## config.mk

```make
export PLATFORM = sky130hd
export DESIGN_NAME = hack_control_sequencer_flat
export DESIGN_NICKNAME = d
export VERILOG_FILES = /design/src/rtl/hack_control_sequencer_pkg.sv /design/src/rtl/hack_control_sequencer_if.sv /design/src/rtl/hack_control_sequencer_decode.sv /design/src/rtl/hack_control_sequencer.sv /design/src/flat_wrapper.sv
export SDC_FILE = /design/constraint.sdc
export NUM_CORES = 1
export LEC_CHECK = 0
export ABC_AREA = 1
export CORE_MARGIN = 2
export CORE_UTILIZATION = 45
export DETAILED_ROUTE_END_ITERATION = 12
export GPL_ROUTABILITY_DRIVEN = 0
export HOLD_SLACK_MARGIN = 0.05
export PLACE_DENSITY_LB_ADDON = 0.25
export SKIP_CTS_REPAIR_TIMING = 1
export SLEW_MARGIN = 40
export SYNTH_ARGS = -nofsm -noshare
export SYNTH_HDL_FRONTEND = slang
export SYNTH_SLANG_ARGS = --single-unit
export TNS_END_PERCENT = 1
```

## constraint.sdc

```tcl
create_clock -name clk -period 1.95 [get_ports clk]
set_input_delay 0.2925 -clock clk [delete_from_list [all_inputs] [get_ports clk]]
set_output_delay 0.2925 -clock clk [all_outputs]
set_load 0.02 [all_outputs]
```

## src/rtl/hack_control_sequencer_pkg.sv

```systemverilog
// hack_control_sequencer_pkg: shared state encodings, instruction field positions and strobe bundle
package hack_control_sequencer_pkg;
  typedef enum logic [2:0] {
    IDLE  = 3'd0,
    FETCH = 3'd1,
    EXEC  = 3'd2,
    MEMW  = 3'd3,
    HALT  = 3'd4,
    ERROR = 3'd5
  } state_t;
  localparam int A_BIT = 15;
  localparam int SEL_Y_BIT = 12;
  localparam int COMP_HI = 11;
  localparam int COMP_LO = 6;
  localparam int DEST_A = 5;
  localparam int DEST_D = 4;
  localparam int DEST_M = 3;
  localparam int JUMP_LT = 2;
  localparam int JUMP_EQ = 1;
  localparam int JUMP_GT = 0;
  localparam logic [2:0] JMP_ALWAYS = 3'b111;
  typedef struct packed {
    logic load_a;
    logic load_d;
    logic write_m;
    logic pc_load;
    logic pc_inc;
  } strobes_t;
endpackage

```

## src/rtl/hack_control_sequencer_if.sv

```systemverilog
// hack_control_sequencer_if: instruction fetch handshake and data-memory write handshake
//   instr/instr_valid/instr_req : ROM fetch handshake
//   write_m/mem_ack             : RAM write request and acceptance
interface hack_control_sequencer_if;
  logic [15:0] instr;
  logic instr_valid;
  logic instr_req;
  logic write_m;
  logic mem_ack;
  modport master (input instr, instr_valid, mem_ack, output instr_req, write_m);
  modport slave (output instr, instr_valid, mem_ack, input instr_req, write_m);
endinterface

```

## src/rtl/hack_control_sequencer_decode.sv

```systemverilog
// hack_control_sequencer_decode: combinational Hack instruction decode into datapath controls
//   instr    : latched instruction
//   zr, ng   : ALU flags for that instruction
//   strb     : ungated strobes {load_a, load_d, write_m, pc_load, pc_inc}
//   alu_ctrl, sel_y, sel_a : datapath selects straight from the instruction
//   self_jmp : C-instruction with unconditional jump (halt candidate)
module hack_control_sequencer_decode
  import hack_control_sequencer_pkg::*;
(
  input  logic [15:0] instr,
  input  logic        zr,
  input  logic        ng,
  output strobes_t    strb,
  output logic [5:0]  alu_ctrl,
  output logic        sel_y,
  output logic        sel_a,
  output logic        self_jmp
);
  logic c_ins, take;
  logic unused_bits;
  assign unused_bits = ^instr[14:13];
  always_comb begin
    c_ins = instr[A_BIT];
    take = (instr[JUMP_LT] & ng) | (instr[JUMP_EQ] & zr) | (instr[JUMP_GT] & ~ng & ~zr);
    strb.load_a = c_ins ? instr[DEST_A] : 1'b1;
    strb.load_d = c_ins & instr[DEST_D];
    strb.write_m = c_ins & instr[DEST_M];
    strb.pc_load = c_ins & take;
    strb.pc_inc = ~(c_ins & take);
    alu_ctrl = instr[COMP_HI:COMP_LO];
    sel_y = instr[SEL_Y_BIT];
    sel_a = instr[A_BIT];
    self_jmp = c_ins & (instr[2:0] == JMP_ALWAYS);
  end
endmodule

```

## src/rtl/hack_control_sequencer.sv

```systemverilog
// hack_control_sequencer: multi-cycle fetch/execute/memory-wait sequencer for the Hack CPU
//   clk, rst_n      : clock, async active-low reset (released synchronously)
//   run, step       : run level and single-step pulse (step used when STEP_EN=1)
//   pc, a_reg       : compared for self-loop halt detection
//   zr, ng          : ALU flags for the latched instruction
//   bus             : fetch handshake and memory write handshake
//   alu_ctrl, sel_y, sel_a, load_a, load_d, pc_load, pc_inc : datapath controls
//   state, halted, mem_err, instr_count : status
module hack_control_sequencer
  import hack_control_sequencer_pkg::*;
#(
  parameter int ADDR_W = 15,
  parameter int CNT_W = 16,
  parameter int MEM_WAIT_MAX = 4,
  parameter int STEP_EN = 0,
  parameter int HALT_DETECT = 1
) (
  input  logic                    clk,
  input  logic                    rst_n,
  input  logic                    run,
  input  logic                    step,
  input  logic [ADDR_W-1:0]       pc,
  input  logic [ADDR_W-1:0]       a_reg,
  input  logic                    zr,
  input  logic                    ng,
  hack_control_sequencer_if.master bus,
  output logic [5:0]              alu_ctrl,
  output logic                    sel_y,
  output logic                    sel_a,
  output logic                    load_a,
  output logic                    load_d,
  output logic                    pc_load,
  output logic                    pc_inc,
  output logic [2:0]              state,
  output logic                    halted,
  output logic                    mem_err,
  output logic [CNT_W-1:0]        instr_count
);
  localparam int WW = $clog2(MEM_WAIT_MAX + 2);
  state_t st, cont;
  logic [15:0] ir;
  logic [WW-1:0] wcnt;
  logic [1:0] rsync;
  logic halt_pend, self_jmp, halt_now, go, ex, mw;
  logic [CNT_W-1:0] cnt_next;
  strobes_t dec;

  hack_control_sequencer_decode u_dec (
    .instr(ir), .zr, .ng, .strb(dec), .alu_ctrl, .sel_y, .sel_a, .self_jmp
  );

  always_comb begin
    ex = st == EXEC;
    mw = st == MEMW;
    halt_now = (HALT_DETECT != 0) && self_jmp && (a_reg == pc);
    go = run && (STEP_EN == 0 || step);
    cont = (STEP_EN == 0 && run) ? FETCH : IDLE;
    cnt_next = (instr_count == '1) ? instr_count : instr_count + 1'b1;
    load_a = ex & dec.load_a;
    load_d = ex & dec.load_d;
    pc_load = ex & dec.pc_load;
    pc_inc = ex & dec.pc_inc;
    bus.write_m = (ex & dec.write_m) | mw;
    bus.instr_req = st == FETCH;
    halted = st == HALT;
    mem_err = st == ERROR;
    state = st;
  end

  // Reset asserts immediately but the FSM only starts two clocks after rst_n rises.
  always_ff @(posedge clk or negedge rst_n)
    if (!rst_n) rsync <= '0;
    else rsync <= {rsync[0], 1'b1};

  always_ff @(posedge clk or negedge rst_n)
    if (!rst_n) begin
      st <= IDLE;
      ir <= '0;
      wcnt <= '0;
      halt_pend <= 1'b0;
      instr_count <= '0;
    end else if (rsync[1]) begin
      case (st)
        IDLE: if (go) st <= FETCH;
        FETCH: if (bus.instr_valid) begin
          ir <= bus.instr;
          st <= EXEC;
        end
        EXEC: begin
          // pc/a_reg may change after this cycle, so the halt decision is captured here.
          halt_pend <= halt_now;
          wcnt <= WW'(2);
          if (dec.write_m && !bus.mem_ack) st <= (MEM_WAIT_MAX <= 1) ? ERROR : MEMW;
          else begin
            instr_count <= cnt_next;
            st <= halt_now ? HALT : cont;
          end
        end
        MEMW: if (bus.mem_ack) begin
          instr_count <= cnt_next;
          st <= halt_pend ? HALT : cont;
        end else if (wcnt >= WW'(MEM_WAIT_MAX)) st <= ERROR;
        else wcnt <= wcnt + 1'b1;
        HALT: if (!run) st <= IDLE;
        default: ;
      endcase
    end
endmodule

```

## src/flat_wrapper.sv

```systemverilog
// flat-port wrapper written by rule: the top's interface ports become plain ports
module hack_control_sequencer_flat import hack_control_sequencer_pkg::*;
#(
  parameter int ADDR_W = 15,
  parameter int CNT_W = 16,
  parameter int MEM_WAIT_MAX = 4,
  parameter int STEP_EN = 0,
  parameter int HALT_DETECT = 1
)
  (clk, rst_n, run, step, pc, a_reg, zr, ng, alu_ctrl, sel_y, sel_a, load_a, load_d, pc_load, pc_inc, state, halted, mem_err, instr_count, bus_instr, bus_instr_valid, bus_mem_ack, bus_instr_req, bus_write_m);
  hack_control_sequencer_if bus_i ();
  input  logic clk;
  input  logic rst_n;
  input  logic run;
  input  logic step;
  input  logic [ADDR_W-1:0] pc;
  input  logic [ADDR_W-1:0] a_reg;
  input  logic zr;
  input  logic ng;
  output logic [5:0] alu_ctrl;
  output logic sel_y;
  output logic sel_a;
  output logic load_a;
  output logic load_d;
  output logic pc_load;
  output logic pc_inc;
  output logic [2:0] state;
  output logic halted;
  output logic mem_err;
  output logic [CNT_W-1:0] instr_count;
  input wire logic [$bits(bus_i.instr)-1:0] bus_instr;
  input wire logic [$bits(bus_i.instr_valid)-1:0] bus_instr_valid;
  input wire logic [$bits(bus_i.mem_ack)-1:0] bus_mem_ack;
  output wire logic [$bits(bus_i.instr_req)-1:0] bus_instr_req;
  output wire logic [$bits(bus_i.write_m)-1:0] bus_write_m;
  assign bus_i.instr = bus_instr;
  assign bus_i.instr_valid = bus_instr_valid;
  assign bus_i.mem_ack = bus_mem_ack;
  assign bus_instr_req = bus_i.instr_req;
  assign bus_write_m = bus_i.write_m;
  hack_control_sequencer #(.ADDR_W(ADDR_W), .CNT_W(CNT_W), .MEM_WAIT_MAX(MEM_WAIT_MAX), .STEP_EN(STEP_EN), .HALT_DETECT(HALT_DETECT)) u_core (.clk(clk), .rst_n(rst_n), .run(run), .step(step), .pc(pc), .a_reg(a_reg), .zr(zr), .ng(ng), .bus(bus_i), .alu_ctrl(alu_ctrl), .sel_y(sel_y), .sel_a(sel_a), .load_a(load_a), .load_d(load_d), .pc_load(pc_load), .pc_inc(pc_inc), .state(state), .halted(halted), .mem_err(mem_err), .instr_count(instr_count));
endmodule
```

# Word level (Yosys, flattened, before mapping)
# Cells that the tools add are included.
# word_totals
in_bits	54
output_inout_bits	35
regBits	41
elab_cells	73
# classes
bitwise_logic	19
eq_ne	16
addsub	2
n_mux	18
n_lt_le_gt_ge	1
reduce_logical	11
# ops
op	n
16-bit 2-to-1 mux	3
16-bit case mux with 2 select lines	1
3-bit 2-to-1 mux	10
16-bit by 1-bit adder with 16-bit output (second input constant)	1
16-bit equality test (second input constant)	1
15-bit equality test	1
3-bit case mux with 5 select lines	1
2-bit inequality test (second input constant)	7
1-bit AND	13
3-bit equality test (second input constant)	3
4-bit AND reduction	2
3-bit by 2-bit equality test with 1-bit output (second input constant)	2
3-bit case mux with 2 select lines	1
6-bit AND reduction	1
5-bit nonzero test	1
3-bit by 1-bit adder with 3-bit output (second input constant)	1
3-bit by 1-bit equality test with 1-bit output (second input constant)	1
3-bit greater-or-equal comparator (second input constant)	1
3-bit logical NOT	1
3-bit inequality test (second input constant)	1
1-bit inverter	3
1-bit OR	3
3-bit AND reduction	1
1-bit logical AND	2
4 further kinds	5

# Depth between registers and ports, before layout
# Gate-level depths: netlist of the first run.
# depth
word_depth	7
depth_mapped	10
depth_no_buf	10

# By module
# From an unflattened synthesis of the first run, not the netlist that was laid out.
# unflattened
hier_cells	351
area_unflattened_um2	2608.8
# modules_own_cells
module	seq_area_each_um2	cells_each	area_each_um2	instances
hack_control_sequencer	1026.0	326	2479.9	1
hack_control_sequencer_decode	0.0	25	128.9	1

# Worst setup path after synthesis of the first run
# OpenSTA, ideal clock, no wires.
# synth_path
path_kind	reg-to-reg
from	register u_core.instr_count[0]
to	register u_core.instr_count[5]
t_required_ns	1.833
stages_incl_launch_ff	10
path_slack_ns	0.215
setup_ns	0.117
synth_period_minus_slack_ns	1.735
n_path_buf	1
arrival_time_ns	1.618
cell_sequence	dfrtp_1 > ha_1 > nand3_1 > nor2_2 > nand4_1 > nand2_4 > inv_4 > buf_6 > nand3b_1 > nand2_1
# synth_via
elab_chain_len	4
elab_cells_between_ends	6
classes_between	add/sub: 1; eq/ne: 1; mux: 4
# synth_rtl
item	line	text
start, declared	hack_control_sequencer.sv:37	output logic [CNT_W-1:0] instr_count
start signal, assigned	hack_control_sequencer.sv:95	instr_count <= cnt_next;
start signal, assigned	hack_control_sequencer.sv:100	instr_count <= cnt_next;
16-bit by 1-bit adder with 16-bit output / 16-bit equality test (equally long branches)	hack_control_sequencer.sv:58	cnt_next = (instr_count == '1) ? instr_count : instr_count + 1'b1;
16-bit 2-to-1 mux *	hack_control_sequencer.sv:58	
16-bit 2-to-1 mux (on tied branches)	hack_control_sequencer.sv:99, hack_control_sequencer.sv:93	
16-bit case mux with 2 select lines *	hack_control_sequencer.sv:83	case (st)
# Mark *: on every way between the ends. The rest lies on a longest branch, timed or not. The select of a mux whose other input is x is not followed.
# A chain may end at the register's enable or synchronous reset.

# Worst setup path in the final report of the first run
# layout_path
from	register u_core.st[2] (netlist: u_core.state[2])
to	output port bus_write_m
# layout_via
elab_chain_len	3
elab_cells_between_ends	4
classes_between	eq/ne: 2; bitwise: 2
# layout_rtl
item	line	text
start, declared	hack_control_sequencer.sv:40	state_t st, cont;
start signal, assigned	hack_control_sequencer.sv:93	if (dec.write_m && !bus.mem_ack) st <= (MEM_WAIT_MAX <= 1) ? ERROR : MEMW;
start signal, assigned	hack_control_sequencer.sv:96	st <= halt_now ? HALT : cont;
start signal, assigned	hack_control_sequencer.sv:101	st <= halt_pend ? HALT : cont;
3-bit by 2-bit equality test with 1-bit output	hack_control_sequencer.sv:53	ex = st == EXEC;
1-bit AND	hack_control_sequencer.sv:63	bus.write_m = (ex & dec.write_m) | mw;
1-bit OR *	hack_control_sequencer.sv:63	
end, declared	flat_wrapper.sv:35	output wire logic [$bits(bus_i.write_m)-1:0] bus_write_m;
# Mark *: on every way between the ends. The rest lies on a longest branch, timed or not.

==> results.py, run 1 <==
metrics = {
    "sta": {
        "rsz0062_at_grt": "false",
        "max_freq_ghz": 0.5458,
        "maxSlewHeadroom": 0.6278,
        "tns_ns": 0,
        "period_share": 0.9395,
        "finClkSkew_ns": 0.01303,
        "period_minus_slack_ns": 1.832,
        "setup_viol": 0,
        "hold_viol_final": 0,
        "final-max-slew-violation-count": 0,
        "worst_slew_pin_slew_ns": 0.5541,
    },
    "power_and_ir_drop": {
        "peakVddDrop_mv": 0.6972,
        "p_sw_w": 0.001671,
        "switching_share": 0.4114,
        "clkPwrFrac": 0.152,
        "p_seq_frac": 0.345,
        "pwr-share-comb": 0.503,
        "power_density_nw_per_um2": 1172,
        "leakage_nw": 1.758,
        "internal_power_w": 0.002391,
    },
    "routing": {
        "drtIter0Drc": 117,
        "via_count": 2376,
        "via_per_inst": 4.819,
        "drc": 0,
        "totalWireLength_mm": 6.076,
        "drt-pass1-iter-count": 4,
        "ant_nets": 0,
        "wl_per_cell_um": 12.32,
    },
    "final_layout": {
        "multi_input_area_sq_um": 1159,
        "final_net_count": 478,
        "fin_util": 0.6743,
        "drive_above_1_share": 0.07565,
        "fillCellCount": 460,
        "regArea_sq_um": 977.2,
        "syn_to_final_growth_pct": 43.23,
        "diodes": 0,
    },
    "floorplanning": {
        "die_area_sq_um": 5980,
        "coreArea_sq_um": 5140,
        "ios": 89,
        "die_w_um": 77.33,
        "rows": 26,
        "initial_core_util": 0.4708,
        "die_h_um": 77.33,
    },
    "logic_synthesis": {
        "yosys.cell_count.top_type": "nand2_1",
        "yosys-top-cells-area": "dfrtp_1 (40%), nand2_1 (14%), inv_1 (8.1%)",
        "synth_top_area_frac": 0.4033,
        "synth_nets": 387,
        "syn_area_sq_um": 2420,
        "ys_async_sr_fraction": 1.000,
        "ys_top_cells_by_count": "nand2_1 (90), inv_1 (52), nor2_1 (46), dfrtp_1 (39), nand3_1 (19)",
        "synth_cell_types": 29,
        "synth_top_area_cell": "dfrtp_1",
        "ys_ff_latch": 39,
        "synth-edff-count": 0,
        "postSynthCellCount": 331,
        "ys.flop_type": "dfrtp_1",
        "synth.yosys.seq_area_share": 0.4033,
        "ys_warn_count": 0,
        "syn_area_per_cell_sq_um": 7.311,
    },
    "flow_run": {
        "drv_cap": 0,
    },
    "global_route": {
        "grt_use_met1": 0.2472,
        "grt_use_total": 0.2091,
        "grt_pass1_vias": 2323,
        "grt_max_degree": 40,
        "antenna_found_initial": 0,
        "grt.busiest_layer": "met2",
        "grtUsageMet3": 0.04651,
        "grt_use_met2": 0.3791,
        "grt_pass1_wl_mm": 10.22,
        "grt_overflow_total": 0,
    },
    "setup_path": {
        "crit_fanout": 5,
        "worst_ep_arrival_time_ns": 1.54,
        "worst_setup_path_start_kind": "flip-flop",
        "crit_type": "flip-flop to output pin",
        "endpoint_kind": "output pin",
        "reg2reg_setup_slack_ns": 0.26,
        "cp.required_ns": 1.66,
        "path_buf_inv": 2,
        "path_delay_family": "flip-flops",
        "cp_slowest_stage_delay_ns": 0.39,
        "cp_slowest_cell": "dfrtp_1",
        "crit_chain": "inv_2 > nand2_2 > nor2_4 > nand2_1 > o21ai_0 > dlymetal6s2s_1",
    },
    "cts": {
        "ctsHtreeMaxLevel": 2,
        "cts.reportedPaths.clkPinSlew_ns": 0.08,
        "cts_buffer_depth": 2,
        "clkLatencyLatePin_ns": 0.30,
        "clkSinkCount": 39,
        "numCtsBuffers": 5,
        "root_buffer": "clkbuf_8",
        "cts_tree": "done",
    },
    "placed_design": {
        "place.detailed.hpwl_mm": 4.622,
        "portBuffers": 85,
    },
    "min_path": {
        "min_path_type": "primary input to async pin",
    },
    "status": {
        "status": "completed",
    },
}
[layer usage]
| metal | routed length (um) | share of wire | vias to the layer above |
|---|---|---|---|
| li1 | - | - | 1210 |
| met1 | 2578 | 0.42 | 1093 |
| met2 | 3113 | 0.51 | 67 |
| met3 | 319 | 0.053 | 6 |
| met4 | 65 | 0.011 | 0 |
| met5 | 0 | 0 | - |
[cell usage in the layout (no fill, tap or decap), drive strengths merged, types with 9 or more instances in the layout]
cell           synthesis  final
nand2                 93     93
clkdlybuf4s50          0     76
inv                   56     56
nor2                  49     49
dfrtp                 39     39
nand3                 20     20
o21ai                 18     18
mux2                  12     12
buf                    9      9
[power groups by stage]
stage | logic, W | registers, W | clock network (W)
2_1_floorplan | 0.00108 | 0.00154 | 0
3_3_place_gp | 0.00199 | 0.00139 | 0
3_5_place_dp | 0.00204 | 0.00141 | 0
4_1_cts | 0.00205 | 0.00139 | 0.000626
5_1_grt | 0.00222 | 0.00145 | 0.000655
6_report | 0.00204 | 0.00140 | 0.000615
[through the flow]
stage | total power (W) | cell area [sq um] | std cells | worst slack (ns) | hold WS, ns
2_1_floorplan | 0.002620 | 2420 | 331 | 0.2151 | -0.003091
3_3_place_gp | 0.003380 | 3334 | 485 | -0.2616 | 0.3331
3_5_place_dp | 0.003446 | 3334 | 485 | -0.2996 | 0.3379
4_1_cts | 0.004072 | 3438 | 493 | -0.3116 | 0.05804
5_1_grt | 0.004327 | 3466 | 493 | 0.004007 | 0.09681
6_report | 0.004062 | 3466 | 493 | 0.1180 | 0.04116
[path summary, 6_finish.rpt]
kind | from | end | cells after the start
min in group clk | u_core.rsync[0] | u_core.rsync[1] | 0
hold / removal | rst_n | u_core.ir[7] | 2
hold reg to reg | u_core.rsync[0] | u_core.rsync[1] | 0
setup / recovery | u_core.state[2] | bus_write_m | 6
max in group asynchronous | rst_n | u_core.state[0] | 2
setup reg to reg | u_core.instr_count[0] | u_core.instr_count[6] | 9
[flip-flops by register name, indices dropped and copies added (netlist names)]
register and count:
u_core.instr_count 16, u_core.state 3, u_core.ir 14, u_core.wcnt 3, u_core.rsync 2, u_core.halt_pend 1
[kinds of logic (layout without fill, tap and decap cells)]
family,Yosys count,in the layout,share of synthesized area
muxes,12,12,0.05584
DFF,39,39,0.4033
adders and majority gates,2,2,0.01034
other,1,1,0.001550
and+or+nand+nor,177,177,0.3164
buffers and inverters,65,157,0.1205
AOI/OAI and AO/OA,27,27,0.06309
xor gates and xnor gates,8,8,0.02896
[layout make-up]
cell class                      instances  area share
Multi-Input combinational cell        227      0.3343
Sequential cell                        39      0.2819
Timing Repair Buffer                   93      0.2671
Inverter                               56     0.06137
Clock buffer                            7     0.02780
Tap cell                               70     0.02527
Clock inverter                          1    0.002166
(Power assumes the default switching activity.)
==> run 2, diff against run 1 <==
--- a/config.mk
+++ b/config.mk
@@ -17,4 +17,4 @@
 export SYNTH_ARGS = -nofsm -noshare
 export SYNTH_HDL_FRONTEND = slang
 export SYNTH_SLANG_ARGS = --single-unit
-export TNS_END_PERCENT = 1
+export TNS_END_PERCENT = 20
==> results of run 2 <==
No change in the layout: final DEF, timing and power equal those of run 1.
